[config.mk]
export PLATFORM = sky130hd
export DESIGN_NAME = sd_phy_cmd_resp_rx
export DESIGN_NICKNAME = d
export VERILOG_FILES = /design/src/rtl/sd_phy_cmd_resp_rx.sv
export SDC_FILE = /design/constraint.sdc
export NUM_CORES = 1
export LEC_CHECK = 0
export CAP_MARGIN = 20
export CORE_MARGIN = 2
export CORE_UTILIZATION = 43
export DETAILED_ROUTE_END_ITERATION = 10
export HOLD_SLACK_MARGIN = 0.1
export PLACE_DENSITY = 0.88
export SLEW_MARGIN = 20
export SYNTH_ARGS = -nofsm -noshare
export SYNTH_HDL_FRONTEND = slang
export SYNTH_SLANG_ARGS = --single-unit
[constraint.sdc]
create_clock -name clk -period 3.8 [get_ports clk]
set_input_delay 0.76 -clock clk [delete_from_list [all_inputs] [get_ports clk]]
set_output_delay 0.76 -clock clk [all_outputs]
set_load 0.05 [all_outputs]
[src/rtl/sd_phy_cmd_resp_rx.sv]
`default_nettype none
// ============================================================================
// Module   : sd_phy_cmd_resp_rx
// Purpose  : SD card CMD-line response receiver. After a start pulse it waits
//            for the card's start bit (bounded by TIMEOUT_CYCLES sample
//            strobes), shifts in a 48-bit (or, optionally, 136-bit R2)
//            response MSB first, checks CRC7 and framing, and reports the
//            result with a one-cycle done pulse.
// Config   : SD_RESP_R2_EN -- when defined, the 136-bit R2 path is built and
//            long_resp selects it; when undefined all responses are 48-bit,
//            long_resp is ignored and resp_long reads 0.
// Ports    : clk        - single clock, rising edge
//            reset      - asynchronous active-high reset
//            sample_en  - one-cycle strobe at the SD-clock sample point
//            cmd_in     - synchronized CMD line level
//            start      - one-cycle pulse arming reception (ignored if busy)
//            long_resp  - 1 = 136-bit R2 response, captured with start
//            check_crc  - 0 = skip CRC check (R3), captured with start
//            busy       - reception in progress (WAIT_START / RECV)
//            done       - one-cycle completion pulse
//            resp_index - response bits [45:40]
//            resp_arg   - response bits [39:8]
//            resp_long  - R2 bits [127:0] (bit 0 = end bit)
//            crc_err, frame_err, timeout - status flags, held until next start
// Revision : 1.0 - initial release
// ============================================================================
module sd_phy_cmd_resp_rx #(
    parameter int TIMEOUT_CYCLES = 64
) (
    input  logic         clk,
    input  logic         reset,
    input  logic         sample_en,
    input  logic         cmd_in,
    input  logic         start,
    input  logic         long_resp,
    input  logic         check_crc,
    output logic         busy,
    output logic         done,
    output logic [5:0]   resp_index,
    output logic [31:0]  resp_arg,
    output logic [127:0] resp_long,
    output logic         crc_err,
    output logic         frame_err,
    output logic         timeout
);

`ifdef SD_RESP_R2_EN
    localparam int SR_W = 136;
`else
    localparam int SR_W = 48;
`endif
    localparam int TO_W = (TIMEOUT_CYCLES < 2) ? 1 : $clog2(TIMEOUT_CYCLES + 1);

    typedef enum logic [1:0] {
        S_IDLE       = 2'd0,
        S_WAIT_START = 2'd1,
        S_RECV       = 2'd2,
        S_DONE       = 2'd3
    } state_t;

    state_t            state_q, state_d;
    logic              chk_q, chk_d;
    logic [7:0]        bit_cnt_q, bit_cnt_d;
    logic [TO_W-1:0]   to_cnt_q, to_cnt_d;
    logic [6:0]        crc_q, crc_d;
    logic [SR_W-1:0]   shift_q, shift_d;
    logic [5:0]        index_q, index_d;
    logic [31:0]       arg_q, arg_d;
    logic              crc_err_q, crc_err_d;
    logic              frame_err_q, frame_err_d;
    logic              timeout_q, timeout_d;

    logic [SR_W-1:0]   w_frame;
    logic              w_is_long;
    logic              w_trans_bit;
    logic [7:0]        w_len;
    logic [7:0]        w_last;
    logic [7:0]        w_pos;
    logic              w_crc_bit;
    logic              w_inv;
    logic [6:0]        w_crc_next;
    logic [TO_W-1:0]   w_to_next;
    logic              w_unused;

`ifdef SD_RESP_R2_EN
    logic              long_q, long_d;
    logic [127:0]      resp_long_q, resp_long_d;

    assign w_is_long   = long_q;
    assign w_trans_bit = long_q ? w_frame[134] : w_frame[46];
    assign resp_long   = resp_long_q;
    assign w_unused    = shift_q[SR_W-1];
`else
    assign w_is_long   = 1'b0;
    assign w_trans_bit = w_frame[46];
    assign resp_long   = '0;
    assign w_unused    = ^{long_resp, shift_q[SR_W-1]};
`endif

    // Frame as it will look once the current bit is shifted in; on the
    // end-bit strobe this is the complete response.
    assign w_frame    = {shift_q[SR_W-2:0], cmd_in};
    assign w_len      = w_is_long ? 8'd136 : 8'd48;
    assign w_last     = w_len - 8'd1;
    // Bit position (within the response) of the bit arriving now.
    assign w_pos      = w_last - bit_cnt_q;
    // CRC covers bits down to 8; for R2 the 8-bit header above bit 127 is
    // excluded. The start bit is never fed in, which is harmless because a
    // zero bit into a zero CRC leaves it zero.
    assign w_crc_bit  = (w_pos >= 8'd8) && (w_pos <= 8'd127);
    assign w_inv      = cmd_in ^ crc_q[6];
    assign w_crc_next = {crc_q[5:3], crc_q[2] ^ w_inv, crc_q[1:0], w_inv};
    assign w_to_next  = to_cnt_q + TO_W'(1);

    always_comb begin
        state_d     = state_q;
        chk_d       = chk_q;
        bit_cnt_d   = bit_cnt_q;
        to_cnt_d    = to_cnt_q;
        crc_d       = crc_q;
        shift_d     = shift_q;
        index_d     = index_q;
        arg_d       = arg_q;
        crc_err_d   = crc_err_q;
        frame_err_d = frame_err_q;
        timeout_d   = timeout_q;
`ifdef SD_RESP_R2_EN
        long_d      = long_q;
        resp_long_d = resp_long_q;
`endif

        case (state_q)
            S_IDLE: begin
                // A sample strobe coinciding with start is deliberately unused.
                if (start) begin
                    state_d     = S_WAIT_START;
                    chk_d       = check_crc;
`ifdef SD_RESP_R2_EN
                    long_d      = long_resp;
`endif
                    bit_cnt_d   = 8'd0;
                    to_cnt_d    = '0;
                    crc_d       = 7'd0;
                    shift_d     = '0;
                    crc_err_d   = 1'b0;
                    frame_err_d = 1'b0;
                    timeout_d   = 1'b0;
                end
            end

            S_WAIT_START: begin
                if (sample_en) begin
                    if (!cmd_in) begin
                        state_d   = S_RECV;
                        bit_cnt_d = 8'd1;
                        shift_d   = w_frame;
                    end else begin
                        to_cnt_d = w_to_next;
                        if (w_to_next == TO_W'(TIMEOUT_CYCLES)) begin
                            timeout_d = 1'b1;
                            state_d   = S_DONE;
                        end
                    end
                end
            end

            S_RECV: begin
                if (sample_en) begin
                    shift_d   = w_frame;
                    bit_cnt_d = bit_cnt_q + 8'd1;
                    if (w_crc_bit) begin
                        crc_d = w_crc_next;
                    end
                    if (bit_cnt_q == w_last) begin
                        state_d     = S_DONE;
                        frame_err_d = w_trans_bit | ~w_frame[0];
                        crc_err_d   = chk_q & (w_frame[7:1] != crc_q);
`ifdef SD_RESP_R2_EN
                        if (long_q) begin
                            resp_long_d = w_frame[127:0];
                        end else begin
                            index_d = w_frame[45:40];
                            arg_d   = w_frame[39:8];
                        end
`else
                        index_d = w_frame[45:40];
                        arg_d   = w_frame[39:8];
`endif
                    end
                end
            end

            S_DONE: begin
                state_d = S_IDLE;
            end

            default: begin
                state_d = S_IDLE;
            end
        endcase
    end

    always_ff @(posedge clk or posedge reset) begin
        if (reset) begin
            state_q     <= S_IDLE;
            chk_q       <= 1'b0;
            bit_cnt_q   <= 8'd0;
            to_cnt_q    <= '0;
            crc_q       <= 7'd0;
            shift_q     <= '0;
            index_q     <= 6'd0;
            arg_q       <= 32'd0;
            crc_err_q   <= 1'b0;
            frame_err_q <= 1'b0;
            timeout_q   <= 1'b0;
`ifdef SD_RESP_R2_EN
            long_q      <= 1'b0;
            resp_long_q <= 128'd0;
`endif
        end else begin
            state_q     <= state_d;
            chk_q       <= chk_d;
            bit_cnt_q   <= bit_cnt_d;
            to_cnt_q    <= to_cnt_d;
            crc_q       <= crc_d;
            shift_q     <= shift_d;
            index_q     <= index_d;
            arg_q       <= arg_d;
            crc_err_q   <= crc_err_d;
            frame_err_q <= frame_err_d;
            timeout_q   <= timeout_d;
`ifdef SD_RESP_R2_EN
            long_q      <= long_d;
            resp_long_q <= resp_long_d;
`endif
        end
    end

    assign busy       = (state_q == S_WAIT_START) || (state_q == S_RECV);
    assign done       = (state_q == S_DONE);
    assign resp_index = index_q;
    assign resp_arg   = arg_q;
    assign crc_err    = crc_err_q;
    assign frame_err  = frame_err_q;
    assign timeout    = timeout_q;

endmodule
`default_nettype wire

==> out/qor.yml, run 1 <==
setup_path:
  cp-end-kind: "output port"
  critPathMaxFanout: 6
  ff2ff_path_depth: 7
  path_class: "flip-flop to output port"
  cp.required_ns: 3.04
  reg2reg_slack_ns: 1.52
  rr_startpoint: "state_q[0]"
  crit-reg2reg-capture: "bit_cnt_q[2]"
  start_kind: "flip-flop"
  arrival_ns: 2.15
power_and_ir_drop:
  power.total_mw: 3.71
  ir_drop_v: 0.000433
  power_density_mw_per_mm2: 574
  p_leak_nw: 2.96
place:
  globalplace.congestion: 0.834
  portBuffers: 48
  hpwl_um: 7020
synth:
  ys_ff_latch: 112
  ys.flop_type: "dfrtp_1"
  syn_area_mm2: 0.00603
  ys_types: 49
  async_flop_share_pct: 100
  synth_edf_count: 0
  ys_top_cells_by_count: "buf_4 (131), dfrtp_1 (112), o21ai_0 (87), inv_1 (55), nand2_1 (51)"
  synth_cells: 638
  avgSynthCellArea_um2: 9.44
  synth_top_area_share_pct: 46.5
  yosysTopAreaCell: "dfrtp_1"
  synth_area_leaders: "dfrtp_1 (47%), buf_4 (16%), o21ai_0 (7.2%)"
  yosysWarnings: 0
  yosysMostFrequentCell: "buf_4"
  synth_seq_area_share_pct: 46.5
clocking:
  htreeDepth: 3
  numCtsBuffers: 9
  cts.path.max_buffers: 2
  cts.sinks: 112
  cts_resized: 0
  cts_tree: "done"
  cts_root_buffer: "clkbuf_16"
  post-cts-setup-buffers: 0
  clk_pin_slew_ns: 0.07
  hold_buffers: 0
  insertion_delay_ns: 0.34
drt:
  drc_errors: 0
  drt_pass1_iterations: 4
  wl_per_cell_um: 12.3
  ant_nets: 0
  vias_per_cell: 4.83
  wl_um: 10500
  vias: 4117
  first_iter_violations: 257
sta:
  tns_ns: 0
  fin_crit_ns: 2.91
  worst_slew_pin_slew_ns: 0.782
  maxSlewHeadroom_pct: 47.9
  hold-worst-slack_ns: 0.480
  hold_violations: 0
  post-route-period-util_pct: 76.6
  finClkSkew_ns: 0.00913
  clock.fmax_mhz: 343
  setup_viol: 0
  finalMaxSlewViolations: 0
  rsz0062_at_grt: "no"
floorplanning:
  dieArea_mm2: 0.0150
  ios: 178
  initial_core_util_pct: 43.7
  fp-row-count: 43
  die_x_um: 122
  core_area_mm2: 0.0138
  die_h_um: 122
global_routing:
  grt_overflow: 0
  grt_pass1_vias: 3806
  antenna_found_initial: 0
  grt_pass1_wl_um: 17800
  grt_max_degree: 65
  grtUsageTotal_pct: 14.8
worst_hold_path:
  hp-class: "flip-flop to flip-flop"
  min_delay_path_depth: 2
  hp-start: "resp_arg[6]"
  hold_end: "resp_arg[6]"
final_layout:
  diodes: 0
  layout.nets: 685
  utilization_pct: 46.9
  n_fill_cell: 1323
  drive_gt1_share_pct: 4.46
  syn_to_final_growth_pct: 7.23
flow_run:
  maxCapViolations: 0
status:
  status: "finished, final reports clean"
## final cells by class
| type | instances | area, um^2 | area share, % |
|---|---|---|---|
| clock inverters | 4 | 77.6 | 1.20 |
| well taps | 180 | 225 | 3.49 |
| clock buffers | 11 | 233 | 3.60 |
| flip-flops and latches | 112 | 2800 | 43.4 |
| repair buffers | 54 | 551 | 8.52 |
| multi-input cells | 435 | 2360 | 36.5 |
| inverters | 56 | 213 | 3.29 |
## logic make-up after synthesis
family                     Yosys count  share of synthesized area (%)
other                                1                         0.0622
AOI/OAI and AO/OA                  135                           13.9
DFF                                112                           46.5
buffers and inverters              218                           22.2
xor gates and xnor gates            12                           1.74
and+or+nand+nor                    148                           13.1
adders and majority gates           10                           2.08
muxes                                2                          0.374
## routing by layer
layer  wire length [um]  share of wire (%)  global-route usage [%]  up-vias
met4                244                2.3                    7.04        0
met2               4980                 48                    24.7      115
met3                445                4.3                    2.46       14
li1                   -                  -                       -     1972
met1               4800                 46                    18.8     2016
met5                  0                  0                       0        -
## cells in the final DEF (no fill, tap or decap), drive strengths merged, types with 5 or more instances in the layout
master,n
buf,6
nand4,49
ha,10
o21ai,94
dfrtp,112
and3,6
inv,57
nand3,12
nor2,10
clkbuf,11
xnor2,5
a21oi,5
xor2,7
conb,128
a21o,6
nand2,51
a32o,12
clkdlybuf4s50,48
## worst max-delay path, cell delays in order (launching register included)
cell and delay [ns]:
dfrtp_1 0.43, inv_1 0.11, ha_1 0.42, clkdlybuf4s50_1 0.85
## worst max-delay path by stage
stage | from | end | slack, ns | cells after the start
after floorplan | reset | bit_cnt_q[0] | 0.08 | 1
after global placement | sample_en | resp_arg[28] | 1.06 | 6
after detailed placement | sample_en | resp_arg[28] | 0.99 | 6
after CTS | state_q[0] | busy | 0.88 | 3
after global routing | state_q[0] | busy | 0.83 | 3
final | state_q[0] | busy | 0.89 | 3
## state kept, by name, summed over array words and instances (netlist names)
signal      cells
to_cnt_q        7
crc_q           7
bit_cnt_q       8
state_q         2
timeout         1
resp_index      6
crc_err         1
shift_q        46
chk_q           1
frame_err       1
resp_arg       32
## stage by stage
| stage | std cells | setup slack [ns] | cell area, um^2 |
|---|---|---|---|
| after floorplan | 765 | 0.0810 | 6500 |
| after global placement | 837 | 1.06 | 6150 |
| after detailed placement | 837 | 0.994 | 6150 |
| after CTS | 852 | 0.884 | 6460 |
| after global routing | 852 | 0.828 | 6460 |
| final | 852 | 0.889 | 6460 |
## power by group
part | total, mW | switching (mW) | internal (mW)
clock network | 0.986 | 0.408 | 0.578
logic | 1.41 | 1.10 | 0.311
registers | 1.32 | 0.0642 | 1.25
total | 3.71 | 1.57 | 2.14
(Power assumes the default switching activity.)
==> inputs of run 2 (changes only) <==
CORE_UTILIZATION = 48   (was 43)
PLACE_DENSITY = 0.92   (was 0.88)
clock period = 3 ns   (was 3.8 ns; I/O delays follow)
==> run 2 against run 1 <==
- hold slack got worse by 0.0012 ns
- register-to-register slack got worse by 0.68 ns
- clock skew fell by 0.0020 ns
- global-route usage rose by 0.90 points
- sequential share of layout area rose by 0.093 points
- final cell count fell by 1.1%
- non-clock buffer count rose by 2
- core utilization rose by 6.3 points
- die area fell by 10%
- combinational power rose by 28%
- largest cell class unchanged
==> out/qor.yml, run 2 (synthesized netlist as in run 1, its figures left out) <==
setup_path:
  path_depth: 3  # unchanged
  crit-reg2reg-capture: "shift_q[17]"
  ff2ff_path_depth: 7  # unchanged
  arrival_ns: 2.07  # -0.08 ns
  critPathMaxFanout: 6  # unchanged
  crit_slowest_cell: "clkdlybuf4s50_1"
  path_cells: "inv_1, ha_1, clkdlybuf4s50_1"
  cp-endpoint: "busy"
  path_class: "flip-flop to output port"
  path_delay_family: "buffers and inverters"
  rr_startpoint: "state_q[0]"
  cp.required_ns: 2.40  # -0.64 ns
  cp_slowest_stage_delay_ns: 0.84  # about the same
  start_kind: "flip-flop"
  cp-end-kind: "output port"
  crit_buf_inv: 2  # unchanged
  crit_start: "state_q[0]"
  reg2reg_slack_ns: 0.84  # -0.68 ns
clocking:
  cts_tree: "done"
  cts_root_buffer: "clkbuf_16"
  post-cts-setup-buffers: 0  # unchanged
  htreeDepth: 3  # unchanged
  cts_resized: 0  # unchanged
  clk_pin_slew_ns: 0.07  # about the same
  cts.sinks: 112  # unchanged
  cts.path.max_buffers: 2  # unchanged
  hold_buffers: 0  # unchanged
  numCtsBuffers: 9  # unchanged
  insertion_delay_ns: 0.33  # about the same
sta:
  finalMaxSlewViolations: 0  # unchanged
  fin_crit_ns: 2.67
  clock.fmax_mhz: 374
  worst_slew_pin_slew_ns: 0.602  # -0.180 ns
  hold_violations: 0  # unchanged
  rsz0062_at_grt: "no"
  fin_ws_ns: 0.325  # -0.563 ns
  tns_ns: 0  # unchanged
  post-route-period-util_pct: 89.2
  hold-worst-slack_ns: 0.479  # -0.00115 ns
  setup_viol: 0  # unchanged
  maxSlewHeadroom_pct: 59.9  # +12 points
  finClkSkew_ns: 0.00712  # -0.00202 ns
worst_hold_path:
  min_delay_path_depth: 2  # unchanged
  hp-class: "flip-flop to flip-flop"
global_routing:
  antenna_found_initial: 0  # unchanged
  grt_use_met3_pct: 1.67  # -0.79 points
  grtUsageMet2_pct: 27.3  # +2.6 points
  grt_pass1_vias: 3756  # -1.3%
  met1_usage_pct: 20.9  # +2.1 points
  grt_pass1_wl_um: 17300  # -2.3%
  grt_overflow: 0  # unchanged
  busiest_layer: "met2"
  grtUsageTotal_pct: 15.7  # +0.90 points
  grt_max_degree: 113  # +74%
power_and_ir_drop:
  ir_drop_v: 0.000526  # +21%
  p_leak_nw: 2.96  # about the same
  power_density_mw_per_mm2: 716  # +25%
flow_run:
  maxCapViolations: 0  # unchanged
place:
  globalplace.congestion: 0.844  # +1.2%
  dp_slack_ns: 0.587  # -0.407 ns
  portBuffers: 48  # unchanged
  hpwl_um: 7050  # +0.33%
floorplanning:
  die_h_um: 116  # -5.2%
  initial_core_util_pct: 49.8  # +6.0 points
  fp-row-count: 40  # -7.0%
  dieArea_mm2: 0.0135  # -10%
  die_x_um: 116  # -5.2%
  core_area_mm2: 0.0121  # -12%
  ios: 178  # unchanged
final_layout:
  final_cell_mix: "conb_1 (128), dfrtp_1 (112), o21ai_0 (87)"
  largest_reg_flops: 46  # unchanged
  n_fill_cell: 1109  # -16%
  layout_commonest_cell: "conb_1"
  regMostFlops: "shift_q"
  layout.nets: 687  # +0.29%
  drive_gt1_share_pct: 5.04  # +0.57 points
  diodes: 0  # unchanged
  syn_to_final_growth_pct: 7.00
drt:
  vias: 4071  # -1.1%
  drc_errors: 0  # unchanged
  wl_um: 10600  # +1.1%
  vias_per_cell: 4.83  # about the same
  wl_per_cell_um: 12.6  # +2.2%
  first_iter_violations: 224  # -13%
  drt_pass1_iterations: 4  # unchanged
  ant_nets: 0  # unchanged
status:
  status: "finished, final reports clean"
-- run 2: worst reg2reg max path, delay by kind of cell, from the launching register on --
family / cells / cell delay (ns)
buffers and inverters: 2 / 0.51
flip-flops: 1 / 0.42
AND/OR/NAND/NOR: 2 / 0.37
adder cells (fa/ha/maj): 1 / 0.35
AO/OA/AOI/OAI: 2 / 0.35
-- run 2: how the worst min path moves through the flow --
stage / startpoint / end / slack [ns]
detailed placement: resp_arg[7] / resp_arg[7] / 0.47
finish: resp_arg[11] / resp_arg[11] / 0.48
global route: resp_arg[11] / resp_arg[11] / 0.50
global placement: resp_arg[15] / resp_arg[15] / 0.46
floorplan: chk_q / chk_q / 0.48
CTS: resp_arg[7] / resp_arg[7] / 0.49
-- run 2: cell type report --
class / instances / area, um^2 / area share (%)
multi-input combinational: 435 / 2360 / 36.6
tap: 168 / 210 / 3.26
timing repair buffer: 56 / 578 / 8.97
inverter: 56 / 214 / 3.32
sequential: 112 / 2800 / 43.5
clock inverter: 5 / 40.0 / 0.621
clock buffer: 11 / 243 / 3.76
-- run 2: stage by stage --
step           instances  area (um^2)  utilization [%]  power (mW)
3_3_place_gp         827         6160             50.9        3.44
2_1_floorplan        765         6510                -        3.32
5_1_grt              843         6450             53.2        4.87
4_1_cts              843         6450             53.2        4.63
3_5_place_dp         827         6160             50.9        3.48
6_report             843         6450             53.2        4.62
-- run 2: where the power goes --
group | internal [mW] | total (mW) | switching [mW]
clock | 0.596 | 1.15 | 0.552
sequential | 1.59 | 1.66 | 0.0783
combinational | 0.421 | 1.80 | 1.38
total | 2.60 | 4.62 | 2.01
-- run 2: routing by layer --
metal	up-vias	wire, um
met5	-	0
met4	0	85
met3	7	466
met2	122	5210
met1	1977	4830
li1	1965	-
==> inputs of run 3 (changes only) <==
GPL_ROUTABILITY_DRIVEN = 0   (was default)
TNS_END_PERCENT = 10   (was default)
==> results of run 3 <==
No change in the layout: final DEF, timing and power equal those of run 2.
